$ cat config.mk
export PLATFORM = sky130hd
export DESIGN_NAME = ps2_key_decoder
export DESIGN_NICKNAME = d
export VERILOG_FILES = /design/src/rtl/ps2_pkg.sv /design/src/rtl/ps2_rx_frame.sv /design/src/rtl/ps2_key_decoder.sv
export SDC_FILE = /design/constraint.sdc
export NUM_CORES = 1
export LEC_CHECK = 0
export ABC_AREA = 1
export CELL_PAD_IN_SITES_DETAIL_PLACEMENT = 1
export CELL_PAD_IN_SITES_GLOBAL_PLACEMENT = 2
export CORE_ASPECT_RATIO = 0.9
export CORE_UTILIZATION = 33
export DETAILED_ROUTE_END_ITERATION = 10
export HOLD_SLACK_MARGIN = 0.05
export PLACE_DENSITY = 0.86
export SLEW_MARGIN = 20
export SYNTH_ARGS = -nofsm -noshare
export SYNTH_HDL_FRONTEND = slang
export SYNTH_SLANG_ARGS = --single-unit
$ cat constraint.sdc
create_clock -name clk -period 1.6 [get_ports clk]
set_input_delay 0.16 -clock clk [delete_from_list [all_inputs] [get_ports clk]]
set_output_delay 0.16 -clock clk [all_outputs]
set_load 0.03 [all_outputs]
$ cat src/rtl/ps2_pkg.sv
// Shared constants for the PS/2 keyboard front end: set-2 scan codes,
// direction encodings, decoder state type and key-flag bit positions.
package ps2_pkg;

  // Scan codes (set 2)
  localparam logic [7:0] SC_W     = 8'h1D;
  localparam logic [7:0] SC_S     = 8'h1B;
  localparam logic [7:0] SC_A     = 8'h1C;
  localparam logic [7:0] SC_D     = 8'h23;
  localparam logic [7:0] SC_SPACE = 8'h29;
  localparam logic [7:0] SC_ENTER = 8'h5A;
  localparam logic [7:0] SC_KP0   = 8'h70;
  localparam logic [7:0] SC_UP    = 8'h75;  // extended
  localparam logic [7:0] SC_DOWN  = 8'h72;  // extended
  localparam logic [7:0] SC_LEFT  = 8'h6B;  // extended
  localparam logic [7:0] SC_RIGHT = 8'h74;  // extended
  localparam logic [7:0] SC_EXT   = 8'hE0;
  localparam logic [7:0] SC_BRK   = 8'hF0;

  // Direction encodings
  localparam logic [1:0] DIR_UP    = 2'b00;
  localparam logic [1:0] DIR_DOWN  = 2'b01;
  localparam logic [1:0] DIR_LEFT  = 2'b10;
  localparam logic [1:0] DIR_RIGHT = 2'b11;

  // Decoder state
  typedef enum logic [1:0] {
    ST_IDLE    = 2'd0,
    ST_EXT     = 2'd1,
    ST_BRK     = 2'd2,
    ST_EXT_BRK = 2'd3
  } dec_state_t;

  // Key-flag bit positions
  localparam int NUM_KEYS = 11;
  localparam int K_W      = 0;
  localparam int K_S      = 1;
  localparam int K_A      = 2;
  localparam int K_D      = 3;
  localparam int K_SPACE  = 4;
  localparam int K_ENTER  = 5;
  localparam int K_KP0    = 6;
  localparam int K_UP     = 7;
  localparam int K_DOWN   = 8;
  localparam int K_LEFT   = 9;
  localparam int K_RIGHT  = 10;

  // One-hot key mask for a code; extended and plain tables never overlap.
  function automatic logic [NUM_KEYS-1:0] key_mask(input logic ext, input logic [7:0] code);
    logic [NUM_KEYS-1:0] m;
    m = {NUM_KEYS{1'b0}};
    if (ext) begin
      case (code)
        SC_UP:    m[K_UP]    = 1'b1;
        SC_DOWN:  m[K_DOWN]  = 1'b1;
        SC_LEFT:  m[K_LEFT]  = 1'b1;
        SC_RIGHT: m[K_RIGHT] = 1'b1;
        default:  m = {NUM_KEYS{1'b0}};
      endcase
    end else begin
      case (code)
        SC_W:     m[K_W]     = 1'b1;
        SC_S:     m[K_S]     = 1'b1;
        SC_A:     m[K_A]     = 1'b1;
        SC_D:     m[K_D]     = 1'b1;
        SC_SPACE: m[K_SPACE] = 1'b1;
        SC_ENTER: m[K_ENTER] = 1'b1;
        SC_KP0:   m[K_KP0]   = 1'b1;
        default:  m = {NUM_KEYS{1'b0}};
      endcase
    end
    return m;
  endfunction

  // Fixed-priority direction select: up > down > left > right, 00 when idle.
  function automatic logic [1:0] dir_sel(input logic up, input logic down,
                                         input logic left, input logic right);
    logic [1:0] d;
    if (up)         d = DIR_UP;
    else if (down)  d = DIR_DOWN;
    else if (left)  d = DIR_LEFT;
    else if (right) d = DIR_RIGHT;
    else            d = DIR_UP;
    return d;
  endfunction

endpackage

$ cat src/rtl/ps2_rx_frame.sv
// PS/2 frame receiver: synchronizes ps2_clk/ps2_dat, glitch-filters the
// clock, shifts in 11-bit frames on filtered falling edges and emits one
// byte_vld strobe per good frame. Stale partial frames are dropped after
// TIMEOUT_CYC idle cycles.
// Build option PS2_PARITY_CHECK_EN: when defined, frames with bad odd
// parity are discarded; otherwise the parity bit is ignored.
module ps2_rx_frame #(
  parameter int FILT_LEN    = 4,
  parameter int TIMEOUT_CYC = 200000
) (
  input  logic       clk,
  input  logic       rstn,
  input  logic       ps2_clk,
  input  logic       ps2_dat,
  output logic [7:0] rx_byte,
  output logic       byte_vld
);

  localparam int FW = $clog2(FILT_LEN + 1);
  localparam int TW = $clog2(TIMEOUT_CYC + 1);
  localparam logic [FW-1:0] FILT_LAST = FW'(FILT_LEN - 1);
  localparam logic [TW-1:0] TMO_LAST  = TW'(TIMEOUT_CYC - 1);

  logic [1:0]    clk_sync_r;
  logic [1:0]    dat_sync_r;
  logic          clk_s;
  logic          dat_s;
  logic          filt_r;
  logic [FW-1:0] filt_cnt_r;
  logic          fall_s;
  logic [3:0]    bit_cnt_r;
  logic [9:0]    shift_r;
  logic [TW-1:0] idle_cnt_r;
  logic          parity_ok_s;
  logic          frame_ok_s;

  assign clk_s = clk_sync_r[1];
  assign dat_s = dat_sync_r[1];

  // Two-flop synchronizers; lines idle high
  always_ff @(posedge clk or negedge rstn) begin
    if (!rstn) begin
      clk_sync_r <= 2'b11;
      dat_sync_r <= 2'b11;
    end else begin
      clk_sync_r <= {clk_sync_r[0], ps2_clk};
      dat_sync_r <= {dat_sync_r[0], ps2_dat};
    end
  end

  // Glitch filter: accept a new clock level after FILT_LEN equal samples
  always_ff @(posedge clk or negedge rstn) begin
    if (!rstn) begin
      filt_r     <= 1'b1;
      filt_cnt_r <= {FW{1'b0}};
    end else if (clk_s != filt_r) begin
      if (filt_cnt_r == FILT_LAST) begin
        filt_r     <= clk_s;
        filt_cnt_r <= {FW{1'b0}};
      end else begin
        filt_cnt_r <= filt_cnt_r + FW'(1);
      end
    end else begin
      filt_cnt_r <= {FW{1'b0}};
    end
  end

  // Filtered falling edge, parity and framing qualification
  always_comb begin
    fall_s = filt_r & ~clk_s & (filt_cnt_r == FILT_LAST);
`ifdef PS2_PARITY_CHECK_EN
    parity_ok_s = ^shift_r[9:1];
`else
    // parity bit deliberately ignored in this build
    parity_ok_s = shift_r[9] | ~shift_r[9];
`endif
    frame_ok_s = ~shift_r[0] & dat_s & parity_ok_s;
  end

  // Frame assembly, stop-bit check, byte strobe and idle timeout
  always_ff @(posedge clk or negedge rstn) begin
    if (!rstn) begin
      bit_cnt_r  <= 4'd0;
      shift_r    <= 10'd0;
      idle_cnt_r <= {TW{1'b0}};
      rx_byte    <= 8'd0;
      byte_vld   <= 1'b0;
    end else begin
      byte_vld <= 1'b0;
      if (fall_s) begin
        idle_cnt_r <= {TW{1'b0}};
        if (bit_cnt_r == 4'd10) begin
          bit_cnt_r <= 4'd0;
          if (frame_ok_s) begin
            rx_byte  <= shift_r[8:1];
            byte_vld <= 1'b1;
          end else begin
            rx_byte <= rx_byte;
          end
        end else begin
          // LSB-first: after ten shifts start sits at [0], parity at [9]
          shift_r   <= {dat_s, shift_r[9:1]};
          bit_cnt_r <= bit_cnt_r + 4'd1;
        end
      end else if (bit_cnt_r != 4'd0) begin
        if (idle_cnt_r == TMO_LAST) begin
          bit_cnt_r  <= 4'd0;
          idle_cnt_r <= {TW{1'b0}};
        end else begin
          idle_cnt_r <= idle_cnt_r + TW'(1);
        end
      end else begin
        idle_cnt_r <= {TW{1'b0}};
      end
    end
  end

endmodule

$ cat src/rtl/ps2_key_decoder.sv
// PS/2 set-2 key decoder: make/break/extended FSM, held-key flags,
// per-player move/bubble controls and one-shot menu key pulses.
// Build option PS2_PARITY_CHECK_EN is honoured by ps2_rx_frame.
module ps2_key_decoder
  import ps2_pkg::*;
#(
  parameter int FILT_LEN    = 4,
  parameter int TIMEOUT_CYC = 200000
) (
  input  logic       clk,
  input  logic       rstn,
  input  logic       ps2_clk,
  input  logic       ps2_dat,
  output logic       player1_moveen,
  output logic       player2_moveen,
  output logic [1:0] player1_move,
  output logic [1:0] player2_move,
  output logic       player1_bubble,
  output logic       player2_bubble,
  output logic       menu_w_press,
  output logic       menu_s_press,
  output logic       menu_enter_press
);

  logic [7:0]          rx_byte_s;
  logic                byte_vld_s;
  dec_state_t          state_r;
  logic [NUM_KEYS-1:0] flags_r;
  logic [NUM_KEYS-1:0] flags_nxt_s;
  logic [NUM_KEYS-1:0] mask_s;
  logic [NUM_KEYS-1:0] fresh_s;
  logic                is_make_s;
  logic                is_brk_s;
  logic                ext_s;
  logic                is_prefix_s;

  ps2_rx_frame #(
    .FILT_LEN    (FILT_LEN),
    .TIMEOUT_CYC (TIMEOUT_CYC)
  ) u_rx (
    .clk      (clk),
    .rstn     (rstn),
    .ps2_clk  (ps2_clk),
    .ps2_dat  (ps2_dat),
    .rx_byte  (rx_byte_s),
    .byte_vld (byte_vld_s)
  );

  // Classify the incoming byte and compute the next key flags
  always_comb begin
    is_make_s   = 1'b0;
    is_brk_s    = 1'b0;
    ext_s       = 1'b0;
    is_prefix_s = (rx_byte_s == SC_EXT) || (rx_byte_s == SC_BRK);
    case (state_r)
      ST_IDLE: begin
        ext_s     = 1'b0;
        is_make_s = byte_vld_s & ~is_prefix_s;
      end
      ST_EXT: begin
        ext_s     = 1'b1;
        is_make_s = byte_vld_s & ~is_prefix_s;
      end
      ST_BRK: begin
        ext_s    = 1'b0;
        is_brk_s = byte_vld_s;
      end
      ST_EXT_BRK: begin
        ext_s    = 1'b1;
        is_brk_s = byte_vld_s;
      end
      default: begin
        ext_s     = 1'b0;
        is_make_s = 1'b0;
        is_brk_s  = 1'b0;
      end
    endcase
    mask_s = key_mask(ext_s, rx_byte_s);
    if (is_make_s) begin
      flags_nxt_s = flags_r | mask_s;
      fresh_s     = mask_s & ~flags_r;
    end else if (is_brk_s) begin
      flags_nxt_s = flags_r & ~mask_s;
      fresh_s     = {NUM_KEYS{1'b0}};
    end else begin
      flags_nxt_s = flags_r;
      fresh_s     = {NUM_KEYS{1'b0}};
    end
  end

  // Decoder FSM, key flags and registered outputs
  always_ff @(posedge clk or negedge rstn) begin
    if (!rstn) begin
      state_r          <= ST_IDLE;
      flags_r          <= {NUM_KEYS{1'b0}};
      player1_moveen   <= 1'b0;
      player2_moveen   <= 1'b0;
      player1_move     <= 2'b00;
      player2_move     <= 2'b00;
      player1_bubble   <= 1'b0;
      player2_bubble   <= 1'b0;
      menu_w_press     <= 1'b0;
      menu_s_press     <= 1'b0;
      menu_enter_press <= 1'b0;
    end else begin
      if (byte_vld_s) begin
        case (state_r)
          ST_IDLE: begin
            if (rx_byte_s == SC_EXT)      state_r <= ST_EXT;
            else if (rx_byte_s == SC_BRK) state_r <= ST_BRK;
            else                          state_r <= ST_IDLE;
          end
          ST_EXT: begin
            if (rx_byte_s == SC_BRK)      state_r <= ST_EXT_BRK;
            else if (rx_byte_s == SC_EXT) state_r <= ST_EXT;
            else                          state_r <= ST_IDLE;
          end
          ST_BRK:     state_r <= ST_IDLE;
          ST_EXT_BRK: state_r <= ST_IDLE;
          default:    state_r <= ST_IDLE;
        endcase
      end else begin
        state_r <= state_r;
      end
      flags_r          <= flags_nxt_s;
      player1_moveen   <= flags_nxt_s[K_W] | flags_nxt_s[K_S] | flags_nxt_s[K_A] | flags_nxt_s[K_D];
      player2_moveen   <= flags_nxt_s[K_UP] | flags_nxt_s[K_DOWN] | flags_nxt_s[K_LEFT] | flags_nxt_s[K_RIGHT];
      player1_move     <= dir_sel(flags_nxt_s[K_W], flags_nxt_s[K_S], flags_nxt_s[K_A], flags_nxt_s[K_D]);
      player2_move     <= dir_sel(flags_nxt_s[K_UP], flags_nxt_s[K_DOWN], flags_nxt_s[K_LEFT], flags_nxt_s[K_RIGHT]);
      player1_bubble   <= flags_nxt_s[K_SPACE];
      player2_bubble   <= flags_nxt_s[K_KP0];
      menu_w_press     <= fresh_s[K_W];
      menu_s_press     <= fresh_s[K_S];
      menu_enter_press <= fresh_s[K_ENTER];
    end
  end

endmodule

# After elaboration in Yosys (flattened, before gate mapping)
# Cells that the tools add are included.
[word_totals] out_inout_bits=11 romBits=0 ramBits=0 n_memories=0 inputBits=4 reg_bits=73 wordCells=120 latchBits=0
[op_classes] mul=0 add_sub_neg=3 n_mux=43 n_eq_ne=20 shift=0 order_cmp=0 bitwise_logic=19 n_div=0 n_reduce_logical=14
[op_table] op="$mux W18" n=3
[op_table] op="$eq A8 B7 Y1 const B" n=6
[op_table] op="$mux W11" n=3
[op_table] op="$eq A8 B5 Y1 const B" n=3
[op_table] op="$mux W2" n=11
[op_table] op="$add A18 B1 Y18 const B" n=1
[op_table] op="$eq A18 B18 Y1 const B" n=1
[op_table] op="$mux W1" n=17
[op_table] op="$eq A8 B6 Y1 const B" n=2
[op_table] op="$eq A8 B8 Y1 const B" n=2
[op_table] op="$mux W4" n=4
[op_table] op="$and A11 B11 Y11" n=1
[op_table] op="$not A11 Y11" n=1
[op_table] op="$or A11 B11 Y11" n=1
[op_table] op="$reduce_or A2 Y1" n=4
[op_table] op="$and A6 B6 Y6" n=1
[op_table] op="$mux W3" n=2
[op_table] op="$mux W6" n=1
[op_table] op="$not A6 Y6" n=1
[op_table] op="$or A1 B1 Y1" n=6
[op_table] op="$pmux W2 S3" n=1
[op_table] op="$reduce_and A2 Y1" n=3
[op_table] op="$reduce_bool A2 Y1" n=3
[op_table] op="$add A4 B1 Y4 const B" n=1
[op_table] op="13 further kinds" n=20

# Depth between registers and ports, before layout
# Gate-level depths: netlist of run 1.
[depth] ltp_word=12 depth_mapped=11 depth_no_buf=11

# Modules after synthesis
# Synthesis of run 1 repeated with hierarchy kept, for this count alone.
[hier_totals] cells_unflattened=399 hier_area_um2=3478.3
[modules_own_cells] mod="ps2_rx_frame" cells_each=250 area_per_inst_um2=2293.4 instances=1
[modules_own_cells] mod="ps2_key_decoder" cells_each=149 area_per_inst_um2=1184.9 instances=1

# Worst setup path after synthesis of run 1
# No wires, ideal clock.
[synth_path] kind="reg-to-reg" start="register u_rx.clk_sync_r[1]" end="register u_rx.rx_byte[0]" setup_slack_ns=0.085 arrival_time_ns=1.384 stages_incl_launch_ff=8 n_path_buf=1 t_required_ns=1.469 path_cell_list="dfstp_2 inv_1 ha_1 nand2_2 inv_1 nand2_1 clkbuf_1 o21ai_0"
[synth_via] elab_chain_cells=4
[synth_lines] element="start: declaration" line_no="ps2_rx_frame.sv:24" text="logic [1:0] clk_sync_r;"
[synth_lines] element="start signal: assignment" line_no="ps2_rx_frame.sv:46" text="clk_sync_r <= {clk_sync_r[0], ps2_clk};"
[synth_lines] element="$not A1 Y1" line_no="ps2_rx_frame.sv:70" text="fall_s = filt_r & ~clk_s & (filt_cnt_r == FILT_LAST);"
[synth_lines] element="$and A1 B1 Y1 (2 in a row)" line_no="ps2_rx_frame.sv:70"
[synth_lines] element="$reduce_and A3 Y1 (no source line)"
[synth_lines] element="end signal: assignment" line_no="ps2_rx_frame.sv:95" text="rx_byte <= shift_r[8:1];"
[synth_lines] element="end signal: assignment" line_no="ps2_rx_frame.sv:98" text="rx_byte <= rx_byte;"
[synth_lines] element="end: declaration" line_no="ps2_rx_frame.sv:15" text="output logic [7:0] rx_byte,"
# Every way passes these cells.
# A chain may end at the register's enable or synchronous reset.

# Worst setup path in the final report of run 1
[layout_path] start="register u_rx.rx_byte[4]" end="register player2_move[0]"
[layout_via] elab_cells_between_ends=24
[layout_rtl] element="$eq A8 B7 Y1" line_no="ps2_pkg.sv:53" text="case (code)"
[layout_rtl] element="$mux W1" line_no="ps2_pkg.sv:53"
[layout_rtl] element="$mux W11" line_no="ps2_pkg.sv:52" text="if (ext) begin"
[layout_rtl] element="$not A11 Y11" line_no="ps2_key_decoder.sv:83" text="flags_nxt_s = flags_r & ~mask_s;"
[layout_rtl] element="$and A11 B11 Y11" line_no="ps2_key_decoder.sv:83"
[layout_rtl] element="$mux W11" line_no="ps2_key_decoder.sv:82" text="end else if (is_brk_s) begin"
[layout_rtl] element="$mux W11 *" line_no="ps2_key_decoder.sv:79" text="if (is_make_s) begin"
[layout_rtl] element="named net flags_nxt_s[8]" line_no="ps2_key_decoder.sv:29" text="logic [NUM_KEYS-1:0] flags_nxt_s;"
[layout_rtl] element="$mux W2 *" line_no="ps2_pkg.sv:80" text="else if (down) d = DIR_DOWN;"
[layout_rtl] element="$mux W2 *" line_no="ps2_pkg.sv:79" text="if (up) d = DIR_UP;"
[layout_rtl] element="end signal: assignment" line_no="ps2_key_decoder.sv:129" text="player2_move <= dir_sel(flags_nxt_s[K_UP], flags_nxt_s[K_DOWN], flags_nxt_s[K_LEFT], flags_nxt_s[K_RIGHT]);"
[layout_rtl] element="end: declaration" line_no="ps2_key_decoder.sv:17" text="output logic [1:0] player2_move,"
# The timed path passes the listed nets; every way through them passes the cells marked *. The select of a mux whose other input is x is not followed.

==> summary.txt, run 1 <==
Status
  – Status: finished, violations left
  – Failing checks: setup timing

STA
  – Slew Limit Fails: 0
  – Final Critical Period: approximately 1600 ps
  – Setup violations, final: 1
  – Setup repair after global routing missed its margin: true
  – Worst setup margin: -0.0906 ps
  – Worst Tran Pin Value: about 400 ps
  – Setup TNS after final layout: -0.0906 ps
  – F_max: ~620 MHz
  – Hold Vio Cnt, Final: 0
  – Max-slew headroom: 73.3%
  – Fin Clk Skew: 17.9 ps
  – Final period util: 100%

Yosys
  – Distinct cells, synth: 29
  – Top cells by area, synth: dfrtp_1 50%, nand2_1 11%, nor2_1 7.1%
  – Area leader, netlist: dfrtp_1
  – Synthesized Nets: about 400
  – Syn Area/Cell: about 8.4 µm²
  – #FFs+latches synth: 71
  – Synth async-reset ratio: 100%
  – Post-synth EDFFs: 0
  – Post-Syn Area: roughly 3300 µm²
  – Synth top area share: between 50 and 60%
  – Sequential area share after synthesis: 54.3%
  – Yosys warnings: 0
  – Top FF cell, synth: dfrtp_1
  – Cells after Synth: 393

Finish
  – Area delta synth->final: 26.8%
  – Most frequent cells in the layout: 79 x nand2_1, 63 x dfrtp_1, 49 x inv_1, 41 x nor2_1, 23 x nand3_1
  – Register area: approximately 1800 µm²
  – Fill count: 1,154
  – Antenna diode count: 0
  – Final net count: between 400 and 500
  – Commonest non-fill, non-tap cell in the layout: nand2_1
  – Multi-input combinational cell area: 1460 µm²
  – Share of layout cells above drive strength 1: between 20% and 30%

Die
  – IO Count: 15
  – Core outline area: 9660 µm²
  – Die Span Y: ~97 µm
  – Die X: ~110 µm
  – Row count: 34
  – Die area: around 10,000 µm²
  – Starting Density: 34.0%

Clocking
  – Clk buf depth: 2
  – Clock Sinks: 71
  – Clock-pin slew on the worst setup and hold paths: 80 ps
  – Num CTS Buffers: 9
  – TritonCTS clock tree: built
  – Clock Latency Late Sink: around 360 ps
  – Clock Tree Root: clkbuf_8
  – H-tree depth: 3

GRT
  – Vias in the first global route: 2,818
  – GRT overflow: 0
  – Initial antenna violation count: 0
  – Largest net degree at the start of global routing: slightly above 70
  – Global-route wire length before repair: around 13,000 µm
  – GRT Total Usage: between 10% and 20%

Job
  – Max_cap viols: 0

Power and ir drop
  – Max rail drop VDD: 0.488 mV
  – Leak: approximately 0.0019 µW
  – Pwr dens: between 900 and 1000 nW/µm²

Placed design
  – Place WS: -90.4 ps
  – IO Port Bufs: 14
  – Post-detail-place hpwl: around 5300 µm
  – GP Congestion: 0.759

Min path
  – Worst min-delay path category: in -> reg

Setup path
  – Startpoint types: flip-flop
  – Critical-path cell list: buf_4 -> nand2_2 -> nor2_2 -> o21ai_4 -> nand2_4 -> o21ai_4 -> inv_1 -> a21oi_1
  – Slowest-stage cell, CP: dfrtp_1
  – WP data arrival: 1880 ps
  – CP Max Fanout: 8
  – WP data required: 1880 ps
  – Setup crit end kind: flip-flop
  – CP Class: reg -> reg
  – Peak per-stage delay on the critical path: ~400 ps
  – Crit path max-delay family: compound AO/OA/AOI/OAI gates
  – Crit path top cell by count: o21ai_4
  – CP bufs+invs: 2

Route
  – DR vias: 2,647
  – Met1 Wirelength: between 3000 and 4000 µm
  – Highest Signal Layer: met4
  – Drt pass-1 iters: 4
  – Drt wl/cell: about 13 µm
  – Met3 Wirelength: 177 µm
  – Routed Antenna Nets: 0
  – Via density: approximately 4.6
  – Routed WL: around 7400 µm
  – Met2 wire length: roughly 3500 µm
  – Drt initial violations: between 40 and 50
  – DRC: 0
per-layer routing:
metal	GRT usage, %	up-vias
li1	-	1327
met1	20.8	1286
met4	6.95	0
met2	26.1	21
met3	4.04	13
met5	0	-
area by class of cell:
class / count / area share (%)
multi-input combinational: 265 / 35.0
inverter: 54 / 4.93
clock buffer: 9 / 2.97
tap: 126 / 3.78
clock inverter: 7 / 1.68
timing repair buffer: 39 / 8.71
sequential: 71 / 42.9
kinds of logic (layout without fill, tap and decap cells):
logic type,count (synthesis),count (layout),share of synthesized area [%]
buf+inv,57,109,6.67
fa+ha+maj,6,6,2.29
flops,71,71,54.3
compound gates,34,34,6.17
xor+xnor,9,9,2.40
simple gates,216,216,28.2
final timing paths:
check / start / cells past startpoint / to / slack [ps]
worst max-delay path: u_rx.rx_byte[4]$_DFFE_PN0P_ / 8 / player2_move[0]$_DFF_PN0_ / -0.09
worst min-delay path: ps2_dat / 1 / u_rx.dat_sync_r[0]$_DFF_PN1_ / 200
worst max register to register: u_rx.rx_byte[4]$_DFFE_PN0P_ / 8 / player2_move[0]$_DFF_PN0_ / -0.09
worst min register to register: u_rx.clk_sync_r[0]$_DFF_PN1_ / 0 / u_rx.clk_sync_r[1]$_DFF_PN1_ / 350
max in group asynchronous: rstn / 3 / u_rx.clk_sync_r[0]$_DFF_PN1_ / 860
min in group asynchronous: rstn / 3 / menu_w_press$_DFF_PN0_ / 350
report_power, final:
| part | switching [µW] | leakage (µW) | total, µW | internal (µW) |
|---|---|---|---|---|
| registers | 50.2 | 0.000966 | 1930 | 1880 |
| logic | 318 | 0.000881 | 521 | 203 |
| clock network | 721 | 0.0000998 | 1440 | 722 |
state kept, by name, summed over array words and instances, names as in the netlist, 3 cells and up:
register	count
u_rx.shift_r	10
u_rx.bit_cnt_r	4
flags_r	11
u_rx.rx_byte	8
u_rx.filt_cnt_r	3
u_rx.idle_cnt_r	18
what timing repair did:
action / in CTS / in global routing
resized for setup: 8 / 60
hold endpoints to repair: 66 / 0
hold buffers: 1 / 0
setup buffers: 1 / 2
endpoints found under the setup margin: 32 / 50
pin swaps: 3 / 5
gates cloned: 0 / 0
synth_stat cells, types with 4 or more instances:
cell type	number
nor3_1	16
ha_1	6
nand3_1	30
dfstp_2	5
nand4_1	4
xor2_1	7
nor2_1	62
o21ai_0	27
inv_1	54
nand2_1	93
dfrtp_1	66
metrics by stage:
stage | util, % | hold slack (ps) | std cells | area, µm² | total power, µW
6_report | 43.1 | 200 | 571 | 4170 | 3890
5_1_grt | 43.1 | 185 | 571 | 4170 | 4100
4_1_cts | 41.4 | 186 | 570 | 4000 | 3920
3_5_place_dp | 39.0 | 223 | 552 | 3760 | 2450
3_3_place_gp | 39.0 | 215 | 552 | 3760 | 2420
2_1_floorplan | - | -136 | 393 | 3280 | 2210
(Power assumes the default switching activity.)
==> run 2, diff against run 1 <==
--- a/config.mk
+++ b/config.mk
@@ -9,10 +9,11 @@
 export CELL_PAD_IN_SITES_DETAIL_PLACEMENT = 1
 export CELL_PAD_IN_SITES_GLOBAL_PLACEMENT = 2
 export CORE_ASPECT_RATIO = 0.9
+export CORE_MARGIN = 8
 export CORE_UTILIZATION = 33
 export DETAILED_ROUTE_END_ITERATION = 10
 export HOLD_SLACK_MARGIN = 0.05
-export PLACE_DENSITY = 0.86
+export PLACE_DENSITY = 0.74
 export SLEW_MARGIN = 20
 export SYNTH_ARGS = -nofsm -noshare
 export SYNTH_HDL_FRONTEND = slang
==> summary.txt, run 2 (synthesis gave the netlist of run 1 again) <==
Status
  – Status: completed

Placed design
  – Cell count after placement: 553 (+0.18%)
  – DP Area: 3770 µm² (+0.27%)
  – GP Congestion: 0.761 (+0.32%)
  – IO Port Bufs: 14 (unchanged)
  – Post-detail-place hpwl: 5560 µm (+4.4%)

GRT
  – Largest net degree at the start of global routing: 47 (-35%)
  – Met1 Use GR: 17.0% (-3.9 points)
  – Most Used Layer, Global Route: met2
  – M2 GR Usage: 17.9% (-8.2 points)
  – Vias in the first global route: 2,724 (-3.3%)
  – Global-route wire length before repair: 13,300 µm (+0.94%)
  – Met3 Usage GRT: 3.05% (-0.99 points)
  – GRT overflow: 0 (unchanged)
  – Initial antenna violation count: 0 (unchanged)
  – GRT Total Usage: 12.1% (-4.1 points)

Route
  – Routed WL: 7770 µm (+5.3%)
  – Drt initial violations: 143 (+220%)
  – Drt wl/cell: 13.5 µm (+4.2%)
  – DRC: 0 (unchanged)
  – DR vias: 2,695 (+1.8%)
  – Drt pass-1 iters: 4 (unchanged)
  – Routed Antenna Nets: 0 (unchanged)
  – Via density: 4.67 (+0.75%)

Finish
  – Commonest non-fill, non-tap cell in the layout: nand2_1
  – Most frequent cells in the layout: 81 x nand2_1, 62 x dfrtp_1, 48 x inv_1, 44 x nor2_1, 27 x buf_4
  – Fill count: 1,145 (-0.78%)
  – Biggest registers after layout: u_rx.idle_cnt_r: 18 flops, flags_r: 11 flops, u_rx.shift_r: 10 flops
  – Fin area: 4310 µm² (+3.6%)
  – Area delta synth->final: 31.4%
  – Share of layout cells above drive strength 1: 26.6% (+1.4 points)
  – Register area: 1790 µm² (about the same)
  – Finished Layout Cells: 577 (+1.1%)
  – Largest Register: u_rx.idle_cnt_r
  – Antenna diode count: 0 (unchanged)
  – Multi-input combinational cell area: 1510 µm² (+3.3%)
  – Max reg flops: 18 (unchanged)
  – Final net count: 456 (+1.3%)

Setup path
  – CP Class: reg -> reg
  – CP Max Fanout: 11 (+3)
  – Setup crit end kind: flip-flop
  – WP data arrival: 1780 ps (-100 ps)
  – Startpoint types: flip-flop
  – WP data required: 1830 ps (-50 ps)

Power and ir drop
  – Seq pwr share: 45.7% (-3.9 points)
  – Pwr dens: 982 nW/µm² (+5.0%)
  – Max rail drop VDD: 0.437 mV (-10%)
  – P_int: 3180 µW (+13%)
  – Sw Pwr: 1060 µW (-2.7%)
  – Leak: 0.00199 µW (+2.2%)
  – Clock share of power: 41.7% (+4.7 points)
  – Combinational power share: 12.6% (-0.8 points)
  – Switch share: 25.0% (-2.9 points)

STA
  – Hold Vio Cnt, Final: 0 (unchanged)
  – Slew Limit Fails: 0 (unchanged)
  – Setup repair after global routing missed its margin: true
  – Final Critical Period: 1550 ps (-50.2 ps)
  – Setup TNS after final layout: 0 ps (+0.0906 ps)
  – Setup violations, final: 0 (-1)
  – Max-slew headroom: 75.9% (+2.6 points)
  – Final period util: 96.9% (-3.1 points)
  – F_max: 645 MHz (+3.2%)
  – Fin Clk Skew: 11.2 ps (-6.69 ps)
  – Worst Tran Pin Value: 360 ps (-40.1 ps)

Die
  – Starting Density: 33.9% (-0.15 points)
  – Core outline area: 9700 µm² (+0.44%)
  – Die Span Y: 111 µm (+14%)
  – Die area: 13,400 µm² (+29%)
  – Row count: 34 (unchanged)
  – Die X: 121 µm (+13%)
  – IO Count: 15 (unchanged)

Clocking
  – TritonCTS clock tree: built
  – H-tree depth: 3 (unchanged)
  – Clock Latency Late Sink: 340 ps (-20 ps)
  – Clock Tree Root: clkbuf_8
  – Clock-pin slew on the worst setup and hold paths: 80 ps (about the same)
  – Clk buf depth: 2 (unchanged)
  – Num CTS Buffers: 9 (unchanged)
  – Clock Sinks: 71 (unchanged)

Min path
  – Worst min-delay path category: in -> reg

Job
  – Max_cap viols: 0 (unchanged)
## run 2: cell types whose count changed in the layout (fill, tap and decap cells not counted), sizes merged
cell    change
buf         +6
inv         -2
clkbuf      +1
bufinv      +2
clkinv      -1
## run 2: final cells by class
cell class / instances / share of cell area (%)
Clock inverter: 6 / 2.49
Sequential cell: 71 / 41.4
Tap cell: 126 / 3.65
Clock buffer: 10 / 3.19
Multi-Input combinational cell: 265 / 34.9
Timing Repair Buffer: 45 / 9.60
Inverter: 54 / 4.70
## run 2: final timing paths
kind / startpoint / end / slack [ps] / cells past startpoint
setup reg to reg: u_rx.idle_cnt_r[1]$_DFF_PN0_ / u_rx.idle_cnt_r[10]$_DFF_PN0_ / 50 / 9
setup / recovery: u_rx.idle_cnt_r[1]$_DFF_PN0_ / u_rx.idle_cnt_r[10]$_DFF_PN0_ / 50 / 9
hold / removal: ps2_clk / u_rx.clk_sync_r[0]$_DFF_PN1_ / 220 / 1
hold reg to reg: u_rx.clk_sync_r[0]$_DFF_PN1_ / u_rx.clk_sync_r[1]$_DFF_PN1_ / 360 / 0
min in group asynchronous: rstn / u_rx.filt_cnt_r[2]$_DFF_PN0_ / 260 / 2
max in group asynchronous: rstn / u_rx.dat_sync_r[0]$_DFF_PN1_ / 710 / 3
## run 2: worst max-delay path, stage by stage, from the launching register on
cell	delay (ps)
dfrtp_1	360
ha_2	220
nand3_4	90
nor2_4	140
nand2_2	60
inv_2	50
nand4_1	160
nand3_2	160
buf_12	140
nor2_1	50
## run 2: layer usage
metal | routed length [µm] | vias up | part of all wire, %
met2 | 3510 | 25 | 45
li1 | - | 1343 | -
met1 | 3940 | 1315 | 51
met3 | 242 | 12 | 3.1
met4 | 85 | 0 | 1.1
met5 | 0 | - | 0
## run 2: timing repair
action | CTS | global route
setup buffers | 0 | 8
cloned | 0 | 0
endpoints found under the setup margin | 18 | 48
endpoints found under the hold margin | 25 | 0
pin swaps | 1 | 10
resized for setup | 3 | 69
hold buffers | 1 | 0
## run 2: metrics by stage
| step | utilization (%) | hold WS [ps] | setup slack, ps | total power, µW |
|---|---|---|---|---|
| 2_1_floorplan | - | -136 | 85.4 | 2210 |
| 3_3_place_gp | 38.9 | 95.7 | 33.5 | 2460 |
| 3_5_place_dp | 38.9 | 103 | -13.5 | 2500 |
| 4_1_cts | 41.6 | 204 | -23.2 | 4280 |
| 5_1_grt | 44.5 | 199 | -70.1 | 4460 |
| 6_report | 44.5 | 223 | 50.1 | 4230 |
## run 2: power groups by stage
stage	combinational (µW)	clock, µW	sequential, µW
floorplan	258	0	1950
finish	534	1770	1930
CTS	535	1820	1930
global route	617	1890	1950
detailed placement	533	0	1960
global placement	509	0	1960
==> run 3, diff against run 2 <==
--- a/config.mk
+++ b/config.mk
@@ -12,8 +12,8 @@
 export CORE_MARGIN = 8
 export CORE_UTILIZATION = 33
 export DETAILED_ROUTE_END_ITERATION = 10
-export HOLD_SLACK_MARGIN = 0.05
-export PLACE_DENSITY = 0.74
+export PLACE_DENSITY_LB_ADDON = 0.1
+export SKIP_CTS_REPAIR_TIMING = 1
 export SLEW_MARGIN = 20
 export SYNTH_ARGS = -nofsm -noshare
 export SYNTH_HDL_FRONTEND = slang
==> summary.txt, run 3 (synthesis gave the netlist of run 1 again) <==
Status
  – Status: completed

Die
  – Core outline area: 9700 µm² (unchanged)
  – IO Count: 15 (unchanged)
  – Die area: 13,400 µm² (unchanged)
  – Die Span Y: 111 µm (unchanged)
  – Starting Density: 33.9% (unchanged)
  – Die X: 121 µm (unchanged)
  – Row count: 34 (unchanged)

Finish
  – Finished Layout Cells: 587 (+1.7%)
  – Fill count: 1,164 (+1.7%)
  – Multi-input combinational cell area: 1500 µm² (-0.41%)
  – Register area: 1790 µm² (unchanged)
  – Area delta synth->final: 31.7%
  – Share of layout cells above drive strength 1: 27.3% (+0.72 points)
  – Largest Register: u_rx.idle_cnt_r
  – Final net count: 466 (+2.2%)
  – Antenna diode count: 0 (unchanged)
  – Max reg flops: 18 (unchanged)
  – Most frequent cells in the layout: 82 x nand2_1, 62 x dfrtp_1, 50 x inv_1, 45 x nor2_1, 38 x buf_4
  – Post-layout util: 44.6% (+0.13 points)
  – Commonest non-fill, non-tap cell in the layout: nand2_1
  – Biggest registers after layout: u_rx.idle_cnt_r: 18 flops, flags_r: 11 flops, u_rx.shift_r: 10 flops

Clocking
  – Num CTS Buffers: 9 (unchanged)
  – Clock Sinks: 71 (unchanged)
  – Clock Latency Late Sink: 340 ps (about the same)
  – H-tree depth: 3 (unchanged)
  – Clk buf depth: 2 (unchanged)
  – Clock Tree Root: clkbuf_8
  – TritonCTS clock tree: built
  – Clock-pin slew on the worst setup and hold paths: 80 ps (about the same)

Route
  – Drt initial violations: 95 (-34%)
  – DRC: 0 (unchanged)
  – DR vias: 2,687 (-0.30%)
  – Routed WL: 8090 µm (+4.1%)
  – Routed Antenna Nets: 0 (unchanged)
  – Drt wl/cell: 13.8 µm (+2.3%)
  – Via density: 4.58 (-2.0%)
  – Drt pass-1 iters: 4 (unchanged)

Power and ir drop
  – Max rail drop VDD: 0.668 mV (+53%)
  – Overall Power: 3900 µW (-8.0%)
  – Leak: 0.00207 µW (+4.3%)
  – Pwr dens: 901 nW/µm² (-8.2%)

STA
  – Hold Vio Cnt, Final: 0 (unchanged)
  – Setup TNS after final layout: 0 ps (unchanged)
  – Max-slew headroom: 69.0% (-6.9 points)
  – Worst Tran Pin Value: 465 ps (+105 ps)
  – Final period util: 94.4% (-2.4 points)
  – Setup repair after global routing missed its margin: true
  – F_max: 662 MHz (+2.6%)
  – Fin Clk Skew: 10.7 ps (-0.488 ps)
  – Slew Limit Fails: 0 (unchanged)
  – Setup violations, final: 0 (unchanged)
  – Final Critical Period: 1510 ps (-38.7 ps)

Placed design
  – IO Port Bufs: 14 (unchanged)
  – Post-detail-place hpwl: 6000 µm (+8.1%)
  – GP Congestion: 0.759 (-0.30%)
  – Cell count after placement: 560 (+1.3%)

Setup path
  – WP data required: 1880 ps (+50 ps)
  – CP Class: reg -> reg
  – WP data arrival: 1790 ps (about the same)
  – Setup crit end kind: flip-flop
  – Startpoint types: flip-flop
  – R2R depth: 7 (-2)
  – CP Max Fanout: 8 (-3)

GRT
  – GRT Total Usage: 12.5% (+0.32 points)
  – Vias in the first global route: 2,793 (+2.5%)
  – GRT overflow: 0 (unchanged)
  – Initial antenna violation count: 0 (unchanged)
  – Largest net degree at the start of global routing: 34 (-28%)
  – Global-route wire length before repair: 13,500 µm (+1.3%)

Job
  – Max_cap viols: 0 (unchanged)

Min path
  – Worst min-delay path category: in -> reg
  – Hold depth: 1 (unchanged)
-- run 3: cell count changes in the layout (fill, tap and decap cells not counted), sizes merged, moves of 2 or more --
cell	previous run	this run
dlymetal6s2s	0	2
clkdlybuf4s50	13	11
bufinv	3	1
buf	31	41
-- run 3: worst paths after layout --
path	slack [ps]	from	to
worst max register to register	90	u_rx.rx_byte[5]$_DFFE_PN0P_	player2_move[0]$_DFF_PN0_
max in group asynchronous	700	rstn	u_rx.dat_sync_r[1]$_DFF_PN1_
worst min register to register	370	u_rx.dat_sync_r[0]$_DFF_PN1_	u_rx.dat_sync_r[1]$_DFF_PN1_
worst max-delay path	90	u_rx.rx_byte[5]$_DFFE_PN0P_	player2_move[0]$_DFF_PN0_
worst min-delay path	210	ps2_dat	u_rx.dat_sync_r[0]$_DFF_PN1_
min in group asynchronous	310	rstn	menu_enter_press$_DFF_PN0_
-- run 3: per-stage QoR --
stage	cell area [µm²]	setup WS [ps]	hold WS [ps]
after detailed placement	3810	-131	151
after floorplan	3280	85.4	-136
after CTS	4010	-152	-236
after global routing	4330	-78.5	196
final	4330	88.8	212
after global placement	3810	-62.2	151
-- run 3: worst max-delay path, stage by stage (launching register included) --
cell	delay (ps)
dfrtp_2	480
nand2_4	100
nor2_2	50
o21ai_4	300
nand2_4	120
o21ai_4	190
inv_1	70
a21oi_2	120
-- run 3: area by class of cell --
cell class	count	share of cell area, %
Clock buffer	9	2.86
Timing Repair Buffer	55	11.1
Clock inverter	7	1.68
Tap cell	126	3.64
Inverter	54	4.68
Sequential cell	71	41.3
Multi-Input combinational cell	265	34.7
-- run 3: routing by layer --
layer | routed length [µm] | global-route usage (%) | up-vias
met4 | 104 | 3.45 | 0
li1 | - | - | 1361
met5 | 0 | 0 | -
met3 | 240 | 3.16 | 11
met2 | 3980 | 21.1 | 24
met1 | 3770 | 15.3 | 1291
-- run 3: where the power goes --
part / leakage [µW] / switching [µW] / internal, µW / total [µW]
logic: 0.00101 / 310 / 218 / 528
clock network: 0.0000956 / 714 / 722 / 1440
registers: 0.000964 / 52.8 / 1880 / 1930
total: 0.00207 / 1080 / 2820 / 3900
